==> src/rtl/garage_pkg.sv <==
// garage_pkg: shared state encoding and default plant geometry for the garage door models
package garage_pkg;
  typedef enum logic [2:0] {
    CLOSED  = 3'd0,
    OPEN    = 3'd1,
    STOPPED = 3'd2,
    RISING  = 3'd3,
    FALLING = 3'd4,
    FAULT   = 3'd5
  } state_t;
  localparam int DEF_TRAVEL_STEPS = 8;
  localparam int DEF_STEP_DIV     = 4;
endpackage

==> src/rtl/garage_step_prescaler.sv <==
// garage_step_prescaler: counts enabled cycles and pulses tick once every STEP_DIV of them
module garage_step_prescaler #(
  parameter int STEP_DIV = 4
) (
  input  logic clk,
  input  logic rst,
  input  logic enable,
  input  logic clear,
  output logic tick
);
  localparam int CW = STEP_DIV > 1 ? $clog2(STEP_DIV) : 1;
  logic [CW-1:0] cnt_q, cnt_d;
  always_comb begin
    tick  = enable & (cnt_q == CW'(STEP_DIV - 1));
    cnt_d = (clear | tick) ? '0 : enable ? cnt_q + 1'b1 : cnt_q;
  end
  always_ff @(posedge clk) begin
    if (rst) cnt_q <= '0;
    else     cnt_q <= cnt_d;
  end
endmodule

==> src/rtl/garage_door_plant.sv <==
// garage_door_plant: door/limit-switch responder driven by motor commands.
// Define OBSTRUCTION_EN to add the Obstruct input and Obstructed flag.
module garage_door_plant
  import garage_pkg::*;
#(
  parameter  int TRAVEL_STEPS = DEF_TRAVEL_STEPS,
  parameter  int STEP_DIV     = DEF_STEP_DIV,
  localparam int POS_W        = $clog2(TRAVEL_STEPS + 1)
) (
  input  logic             CLK,
  input  logic             RST,
  input  logic             Up_M,
  input  logic             Dn_M,
`ifdef OBSTRUCTION_EN
  input  logic             Obstruct,
  output logic             Obstructed,
`endif
  output logic             Up_max,
  output logic             Dn_max,
  output logic [POS_W-1:0] Position,
  output logic             Moving,
  output logic             Fault
);
  localparam logic [POS_W-1:0] TOP = POS_W'(TRAVEL_STEPS);
  localparam logic [POS_W-1:0] ONE = POS_W'(1);
  state_t           state_q, state_d, rest;
  logic [POS_W-1:0] pos_q, pos_d;
  logic             both, up_req, dn_req, obs_hit, step_en, tick, at_top, at_bot;
`ifdef OBSTRUCTION_EN
  logic obstructed_q, obstructed_d;
  assign obs_hit      = (state_q == FALLING) & Obstruct & ~Up_M;
  assign dn_req       = Dn_M & ~Up_M & ~obstructed_q;
  assign obstructed_d = (up_req & ~Obstruct) ? 1'b0 : obs_hit ? 1'b1 : obstructed_q;
  assign Obstructed   = obstructed_q;
  always_ff @(posedge CLK) begin
    if (RST) obstructed_q <= 1'b0;
    else     obstructed_q <= obstructed_d;
  end
`else
  assign obs_hit = 1'b0;
  assign dn_req  = Dn_M & ~Up_M;
`endif
  assign both    = Up_M & Dn_M;
  assign up_req  = Up_M & ~Dn_M;
  assign at_top  = pos_q == TOP;
  assign at_bot  = pos_q == '0;
  assign rest    = at_bot ? CLOSED : at_top ? OPEN : STOPPED;
  // The prescaler only runs while the command keeps pushing in the current direction
  assign step_en = ~obs_hit & (((state_q == RISING) & up_req) | ((state_q == FALLING) & dn_req));
  garage_step_prescaler #(.STEP_DIV(STEP_DIV)) u_prescaler (
    .clk    (CLK),
    .rst    (RST),
    .enable (step_en),
    .clear  (~step_en),
    .tick   (tick)
  );
  always_comb begin
    pos_d   = tick ? ((state_q == RISING) ? pos_q + 1'b1 : pos_q - 1'b1) : pos_q;
    state_d = state_q;
    if (both)
      state_d = FAULT;
    else if (state_q == FAULT)
      state_d = (Up_M | Dn_M) ? FAULT : rest;
    else if (obs_hit)
      state_d = STOPPED;
    else if (state_q == RISING)
      state_d = up_req ? ((tick && pos_q == TOP - ONE) ? OPEN : RISING)
              : dn_req ? (at_bot ? CLOSED : FALLING) : STOPPED;
    else if (state_q == FALLING)
      state_d = dn_req ? ((tick && pos_q == ONE) ? CLOSED : FALLING)
              : up_req ? (at_top ? OPEN : RISING) : STOPPED;
    else
      state_d = (up_req && !at_top) ? RISING : (dn_req && !at_bot) ? FALLING : state_q;
  end
  always_ff @(posedge CLK) begin
    if (RST) begin
      state_q <= CLOSED;
      pos_q   <= '0;
    end else begin
      state_q <= state_d;
      pos_q   <= pos_d;
    end
  end
  assign Position = pos_q;
  assign Up_max   = at_top;
  assign Dn_max   = at_bot;
  assign Moving   = (state_q == RISING) | (state_q == FALLING);
  assign Fault    = state_q == FAULT;
endmodule

==> config.mk <==
export PLATFORM = sky130hd
export DESIGN_NAME = garage_door_plant
export DESIGN_NICKNAME = d
export VERILOG_FILES = /design/src/rtl/garage_pkg.sv /design/src/rtl/garage_step_prescaler.sv /design/src/rtl/garage_door_plant.sv
export SDC_FILE = /design/constraint.sdc
export NUM_CORES = 1
export LEC_CHECK = 0
export ABC_CLOCK_PERIOD_IN_PS = 1900
export CAP_MARGIN = 0
export CORE_ASPECT_RATIO = 0.9
export CORE_UTILIZATION = 50
export CTS_BUF_LIST = sky130_fd_sc_hd__clkbuf_8 sky130_fd_sc_hd__clkbuf_16
export CTS_CLUSTER_DIAMETER = 150
export CTS_CLUSTER_SIZE = 30
export DETAILED_ROUTE_END_ITERATION = 8
export HOLD_SLACK_MARGIN = 0.02
export PLACE_DENSITY = 0.75
export SLEW_MARGIN = 20
export SYNTH_ARGS = -nofsm -noshare
export SYNTH_HDL_FRONTEND = slang
export SYNTH_SLANG_ARGS = --single-unit
==> constraint.sdc <==
create_clock -name CLK -period 1.9 [get_ports CLK]
set_input_delay 0.285 -clock CLK [delete_from_list [all_inputs] [get_ports CLK]]
set_output_delay 0.285 -clock CLK [all_outputs]
set_load 0.1 [all_outputs]
==> impl.org, run 1 <==
** Run status
- Run status :: finished, final reports clean

** Synth
- Of all cell types, the one taking the most synthesized area is dfxtp_1.
- For this run, the register share of the synthesized area comes to 0.224.
- Net Count, Synth :: roughly 110
- Each instance of the synthesized netlist takes up on average 7.59 µm².
- After synthesis the netlist holds a flip-flop and latch count of 9.
- Share of synthesized registers carrying an async set or reset :: 0
- Cell count after synthesis :: roughly 110
- The cell area that synthesis handed to floorplanning was about 800 µm².
- The Yosys step of the flow raised 0 warnings.
- Yosys attributes the largest share of cell area to dfxtp_1 22%, ha_1 6.2%, nor2_1 5.6%.
- Number of synthesized flops with an enable pin :: 0
- For this run, the leading register cell type out of synthesis is dfxtp_1.
- The number of different library cells used by synthesis comes to 44.
- The share of synthesized area in the top cell type comes to 0.224.

** Clocking
- Clk Tree Root Cell :: clkbuf_8
- The number of clock buffers added by TritonCTS is 3.
- H-Tree Depth :: 1
- The later pin in the worst-skew pair is clocked with a latency of 0.25 ns.
- Clock-pin slew reported for the worst setup and hold paths after clock tree synthesis :: 0.05 ns
- The longest clock path from root to sink contains 2 buffers.
- TritonCTS built the clock tree.
- Post-CTS Setup Bufs :: 0
- The clock net in this run drives a total of 9 sinks.
- In this run, post-CTS hold repair placed 0 buffers.

** Place
- At the end of routability-driven placement, the weighted congestion stood at between 0.8 and 0.9.
- After legalization and detailed placement, the total HPWL measured 1510 µm.
- Post-placement worst setup slack :: -0.0446 ns
- In this run the tool buffered the top-level ports with 11 buffer cells.

** Timing
- Setup repair after global routing left no endpoint under its margin.
- Of the available clock period, the critical path in the final layout requires 0.920.
- Endpoints failing hold :: 0
- Achievable frequency :: 0.572 GHz
- The routed design could run at a clock period as short as 1.75 ns.
- Maximum clock skew at final layout :: 0.00891 ns
- Setup violations, final :: 0
- Total negative slack for setup checks :: 0 ns
- Actual slew at the worst max-slew pin :: 0.344 ns
- The worst path meets setup with 0.152 ns of slack.
- Worst max-slew margin expressed relative to the limit :: 0.771
- Fin. max-slew vios :: 0

** Global routing
- Entering global routing, the biggest net connects 12 pins.
- The via count of the first global-routing pass came to about 690.
- The first global-routing pass estimated 3250 µm of wire.
- GRT Overall Usage :: 0.265
- The initial antenna violation count is 0.
- GR Overflow Total :: 0

** Setup path
- The worst setup path is launched from a flop.
- Counting cells, the worst reg-to-reg path comes to 8.
- CP Data Required Time :: approximately 1.6 ns
- CP Data Arrival Time :: around 1.5 ns
- The critical path is of the flop to output port type.
- STA classifies the critical path endpoint as an output port.
- Maximum fanout along the worst path :: 7

** Drt
- In this run the remaining antenna-violating nets after routing total 0.
- Routed wire per std cell :: 14.1 µm
- Summed over all layers, the routed wires come to 2030 µm.
- After detailed routing, the number of vias per cell comes to 5.90.
- Before antenna repair, the detailed router went through 4 iterations.
- After the first detailed-routing iteration, the DRC count stood at 31.
- Detailed routing inserted a total of 849 vias.
- After detailed routing, the number of remaining DRC violations is 0.

** Cells and area
- From synthesis to final layout, the design area changed by 34.8%.
- Ratio of cells with drive above 1 in the final layout :: 0.311
- N_diodes :: 0
- Utilization of the core after routing :: 0.733
- Multi-input gate area in the final layout :: slightly below 600 µm²
- Across the whole layout, storage elements account for 191 µm².
- Count of nets after finishing :: about 130
- Counting the fill cells in the layout gives roughly 120.

** Die
- The floorplan step set the die height to around 40 µm.
- 12 I/O pins were placed.
- The die is 44.3 µm wide.
- The floorplan has 13 rows.
- After floorplanning, the core was sized to cover 0.00148 mm².
- Die Outline Area :: roughly 0.0018 mm²
- The initial utilization of the core area, before any placement, comes to 0.544.

** Power
- Total power for the finished layout comes to 673 µW.
- Internal power comes to 433 µW.
- The analysis attributes to net switching a power of 240 µW.
- Of the total power, registers draw 0.324.
- Fraction of power consumed by the clock network :: 0.357
- Sw Ratio :: 0.357
- Dividing total power by cell area gives a power density of 620 mW/mm².
- Peak supply drop :: ~0.00049 V
- Comb power frac :: 0.319
- Leakage power :: around 0.44 nW

** Run
- Max-Cap Viols :: 0

** Worst hold path
- Type of the worst min-delay path :: flop to flop
- Along the worst hold path, the cell count comes to 1.
[kinds of logic after synthesis]
| family | share of synthesized area |
|---|---|
| buffers and inverters | 0.0824 |
| DFF | 0.224 |
| muxes | 0.0280 |
| AOI/OAI and AO/OA | 0.275 |
| xor gates and xnor gates | 0.0544 |
| and+or+nand+nor | 0.274 |
| adders and majority gates | 0.0622 |
[repair_timing]
action,4_1_cts,5_1_grt
gates resized for setup,0,1
hold endpoints to repair,0,0
endpoints found under the setup margin,0,1
[metrics by stage]
stage / cell area (µm²) / std cells / hold WS (ns)
after floorplan: 853 / 106 / 0.396
after global placement: 1040 / 140 / 0.403
after detailed placement: 1040 / 140 / 0.416
after CTS: 1080 / 144 / 0.423
after global routing: 1080 / 144 / 0.440
final: 1080 / 144 / 0.418
[registers in the layout (all words and copies together), names as in the netlist]
name	cells
state_q	3
Position	4
u_prescaler.cnt_q	2
[cell usage after synthesis (3+ instances only)]
library cell  count
inv_1             6
xor2_1            3
nor2_1           12
a21oi_1           7
and2_1            3
o21ai_0           3
nand3_1           3
nand2b_1          3
ha_1              4
nor3_1            4
dfxtp_1           9
nand2_1           9
o22ai_1           3
[cell type report]
class | instances | share of cell area
repair buffers | 19 | 0.185
clock inverters | 1 | 0.00461
flip-flops and latches | 9 | 0.176
well taps | 22 | 0.0254
clock buffers | 3 | 0.0381
inverters | 6 | 0.0288
multi-input cells | 84 | 0.542
[routing by layer]
| metal | global-route usage | vias up | routed length [µm] | share of wire |
|---|---|---|---|---|
| li1 | - | 421 | - | - |
| met1 | 0.360 | 384 | 953 | 0.47 |
| met2 | 0.397 | 39 | 895 | 0.44 |
| met3 | 0.0541 | 5 | 139 | 0.069 |
| met4 | 0.136 | 0 | 40 | 0.020 |
| met5 | 0 | - | 0 | 0 |
[placed cells by master, fill, tap and decap left out, types with 3 or more instances in the layout]
master,netlist,layout
inv_1,6,3
xor2_1,3,3
nand2_1,9,8
dfxtp_2,0,3
ha_1,4,3
nor2_1,12,12
clkdlybuf4s50_1,0,3
nand2b_1,3,3
dfxtp_1,9,4
buf_12,0,4
nor3_1,4,4
nand3_1,3,3
o22ai_1,3,3
buf_4,0,12
a21oi_1,7,7
clkbuf_8,0,3
[critical path, cell delays in order, from the launching register on]
cell,delay (ns)
dfxtp_4,0.39
inv_4,0.05
ha_4,0.15
nor2b_4,0.14
nand2_2,0.12
clkinvlp_4,0.16
buf_12,0.20
[path summary, 6_finish.rpt]
check	startpoint	slack (ns)	endpoint
hold / removal	u_prescaler.cnt_q[0]	0.42	u_prescaler.cnt_q[0]
hold reg to reg	u_prescaler.cnt_q[0]	0.42	u_prescaler.cnt_q[0]
setup reg to reg	Position[0]	0.18	state_q[0]
setup / recovery	Position[0]	0.15	Up_max
[power groups by stage]
stage,sequential [mW],clock (mW),combinational [mW]
floorplan,0.206,0,0.171
finish,0.218,0.240,0.215
detailed placement,0.219,0,0.211
global route,0.220,0.254,0.228
CTS,0.216,0.243,0.213
global placement,0.219,0,0.209
Power figures use the tool's default switching activity.
==> inputs of run 2 (changes only) <==
==> constraint.sdc (replaced) <==
create_clock -name CLK -period 1.9 [get_ports CLK]
set_input_delay 0.285 -clock CLK [delete_from_list [all_inputs] [get_ports CLK]]
set_output_delay 0.285 -clock CLK [all_outputs]
set_load 0.05 [all_outputs]
==> run 2 against run 1 <==
  * Critical endpoint unchanged
  * Highest routed layer unchanged
  * Largest power group unchanged
  * Routed wire length increased by 8.3%
  * Global-route usage increased by 1.8 points
  * Clock skew decreased by 0.0040 ns
  * Maximum frequency decreased by 4.5%
  * Sequential share of layout area decreased by 0.56 points
  * Count of clock-buffer cells in the layout unchanged
  * Register-to-register slack got worse by 0.07 ns
  * Combinational power decreased by 5%
==> impl.org, run 2 (same netlist as run 1, synthesis figures left out) <==
** Run status
- Run status :: finished, final reports clean

** Timing
- Maximum clock skew at final layout :: 0.00494 ns (-0.00398 ns)
- Hold slack final :: 0.416 ns (-0.00208 ns)
- The maximum frequency from static timing analysis was 0.546 GHz (-4.5%).
- Worst max-slew margin expressed relative to the limit :: 0.660 (-0.110)
- Actual slew at the worst max-slew pin :: 0.508 ns (+0.165 ns)
- The final critical delay including setup and external delays came to 1.83 ns (+0.0817 ns).
- Crit share post-route :: 0.963 (+0.0430)
- The setup-violating endpoint count in the final report came to 0 (unchanged).
- Fin. max-slew vios :: 0 (unchanged)
- The final hold violation count is 0 (unchanged).
- RSZ-0062 raised after global routing :: false

** Global routing
- The initial antenna violation count is 0 (unchanged).
- The global-route total usage across every layer is 0.283 (+0.0184).
- GR Overflow Total :: 0 (unchanged)
- The via count of the first global-routing pass came to 805 (+17%).
- The pin count of the biggest net entering global routing came to 11 (-1).
- The global-route wire length before repair is 3570 µm (+9.8%).

** Place
- Post-detailed-placement half-perimeter wirelength :: 1520 µm (+0.94%)
- Global placement routability congestion :: 0.849 (-4.7%)
- Placed Instance Area :: 0.00104 mm² (+0.24%)
- The number of input and output port buffers inserted was 11 (unchanged).

** Setup path
- The arrival time reported for the critical path endpoint is 1.54 ns (+0.08 ns).
- The path depth of the worst reg2reg path came to 9 (+1).
- Launch instance of the worst register-to-register path :: Position[0]
- The setup path with the least slack is of type flop to output port.
- Capturing element type of the critical path :: output port
- The endpoint identified for the worst register-to-register timing path is state_q[1].
- Worst Setup Start Kind :: flop
- The setup slack on the worst flop-to-flop path was 0.11 ns (-0.07 ns).
- CP Data Required Time :: 1.62 ns (about the same)
- Maximum fanout along the worst path :: 7 (unchanged)

** Power
- The maximum VDD drop came to 0.000536 V (+10%).
- Leakage power :: 0.448 nW (+2.9%)
- The power consumption was 630 µW (-6.3%).
- The power per standard cell area is 574 mW/mm² (-7.5%).

** Drt
- The average routed wire per standard cell came to 14.8 µm (+5.4%).
- Post-DR vias/cell :: 5.97 (+1.3%)
- The post-detailed-routing wire length came to 2200 µm (+8.3%).
- The DRC marker count from the first detailed-route iteration came to 51 (+65%).
- Final routed DRC violation total :: 0 (unchanged)
- The number of nets still failing antenna checks after routing was 0 (unchanged).
- Number of vias in the routed layout :: 884 (+4.1%)
- Number of detailed-route iterations in the first pass :: 4 (unchanged)

** Clocking
- CTS Hold Buffers Added :: 0 (unchanged)
- In this run the clock root is driven by a clkbuf_8.
- Post-CTS Setup Bufs :: 0 (unchanged)
- The H-tree depth is 1 (unchanged).
- Max Root-Sink Buffers :: 2 (unchanged)
- The number of clock sinks seen by CTS was 9 (unchanged).
- CTS tree :: built
- The clock buffer count from CTS is 3 (unchanged).
- Count of instances resized after the clock tree is built :: 0 (unchanged)
- The insertion delay to the later sink of the worst-skew pair is 0.23 ns (-0.02 ns).
- The clock slew seen by the registers of the worst setup and hold paths is 0.05 ns (about the same).

** Die
- Starting density of the core :: 0.544 (unchanged)
- Die outline height :: 40.1 µm (unchanged)
- The overall die width was 44.3 µm (unchanged).
- Core box area :: 0.00148 mm² (unchanged)
- The die area came to 0.00177 mm² (unchanged).
- The count of pins on the block boundary is 12 (unchanged).
- Site row count :: 13 (unchanged)

** Cells and area
- The flip-flop count of the largest register, all copies and words added was 4 (unchanged).
- The design area is 0.00110 mm² (+1.3%).
- Count of nets after finishing :: 135 (+3.1%)
- Multi-input gate area in the final layout :: 574 µm² (-2.3%)
- The utilization after layout is 0.742 (+0.00930).
- Ratio of cells with drive above 1 in the final layout :: 0.262 (-0.0496)
- Register cell area after layout :: 188 µm² (-2.0%)
- The diode insertion count for antenna repair was 0 (unchanged).
- The number of fillers in the final layout was 119 (+3.5%).
- Syn-to-layout area delta :: 36.5%
- Leaving out fill and tap cells, the most frequent cell in the layout is buf_4.
- Commonest non-fill, non-tap cells in the layout :: 13 x buf_4, 11 x nor2_1, 8 x nand2_1

** Worst hold path
- The min-delay analysis places its worst path in the category flop to flop.
- Min-Delay Startpoint :: u_prescaler.cnt_q[0]
- Hold Path Depth :: 1 (unchanged)
- End point of the worst hold path :: u_prescaler.cnt_q[0]

** Run
- Max-Cap Viols :: 0 (unchanged)
run 2: critical path, stage by stage, from the launching register on:
cell and delay, ns:
dfxtp_4 0.38, inv_2 0.05, ha_1 0.20, nor2b_4 0.15, nand2_2 0.10, clkinvlp_4 0.12
buf_4 0.16, buf_12 0.14
run 2: worst max-delay path by stage:
stage                            from         end  cells past startpoint
final                     Position[0]      Up_max                      7
after floorplan           Position[0]  state_q[0]                      8
after global routing      Position[0]      Up_max                      7
after detailed placement         Dn_M  state_q[1]                      6
after CTS                 Position[0]      Up_max                      7
after global placement           Up_M  state_q[2]                      5
run 2: through the flow:
| stage | setup slack, ns | cells | TNS [ns] |
|---|---|---|---|
| after global placement | 0.0339 | 144 | 0 |
| final | 0.0700 | 148 | 0 |
| after CTS | 0.0166 | 148 | 0 |
| after global routing | 0.0349 | 148 | 0 |
| after detailed placement | -0.0109 | 144 | -0.0161 |
| after floorplan | -0.0349 | 106 | -0.0349 |
run 2: layout make-up:
type,count,area share
Timing Repair Buffer,23,0.216
Tap cell,22,0.0251
Clock inverter,1,0.00342
Clock buffer,3,0.0376
Inverter,6,0.0239
Multi-Input combinational cell,84,0.523
Sequential cell,9,0.171
run 2: where the power goes:
group,internal [mW],switching [mW]
clock network,0.141,0.0742
logic,0.0925,0.111
registers,0.196,0.0155
run 2: per-layer routing:
layer	global-route usage	wire (µm)	vias up
met5	0	0	-
met4	0.159	49	0
met3	0.0405	91	9
met2	0.463	1020	36
met1	0.363	1030	410
li1	-	-	429
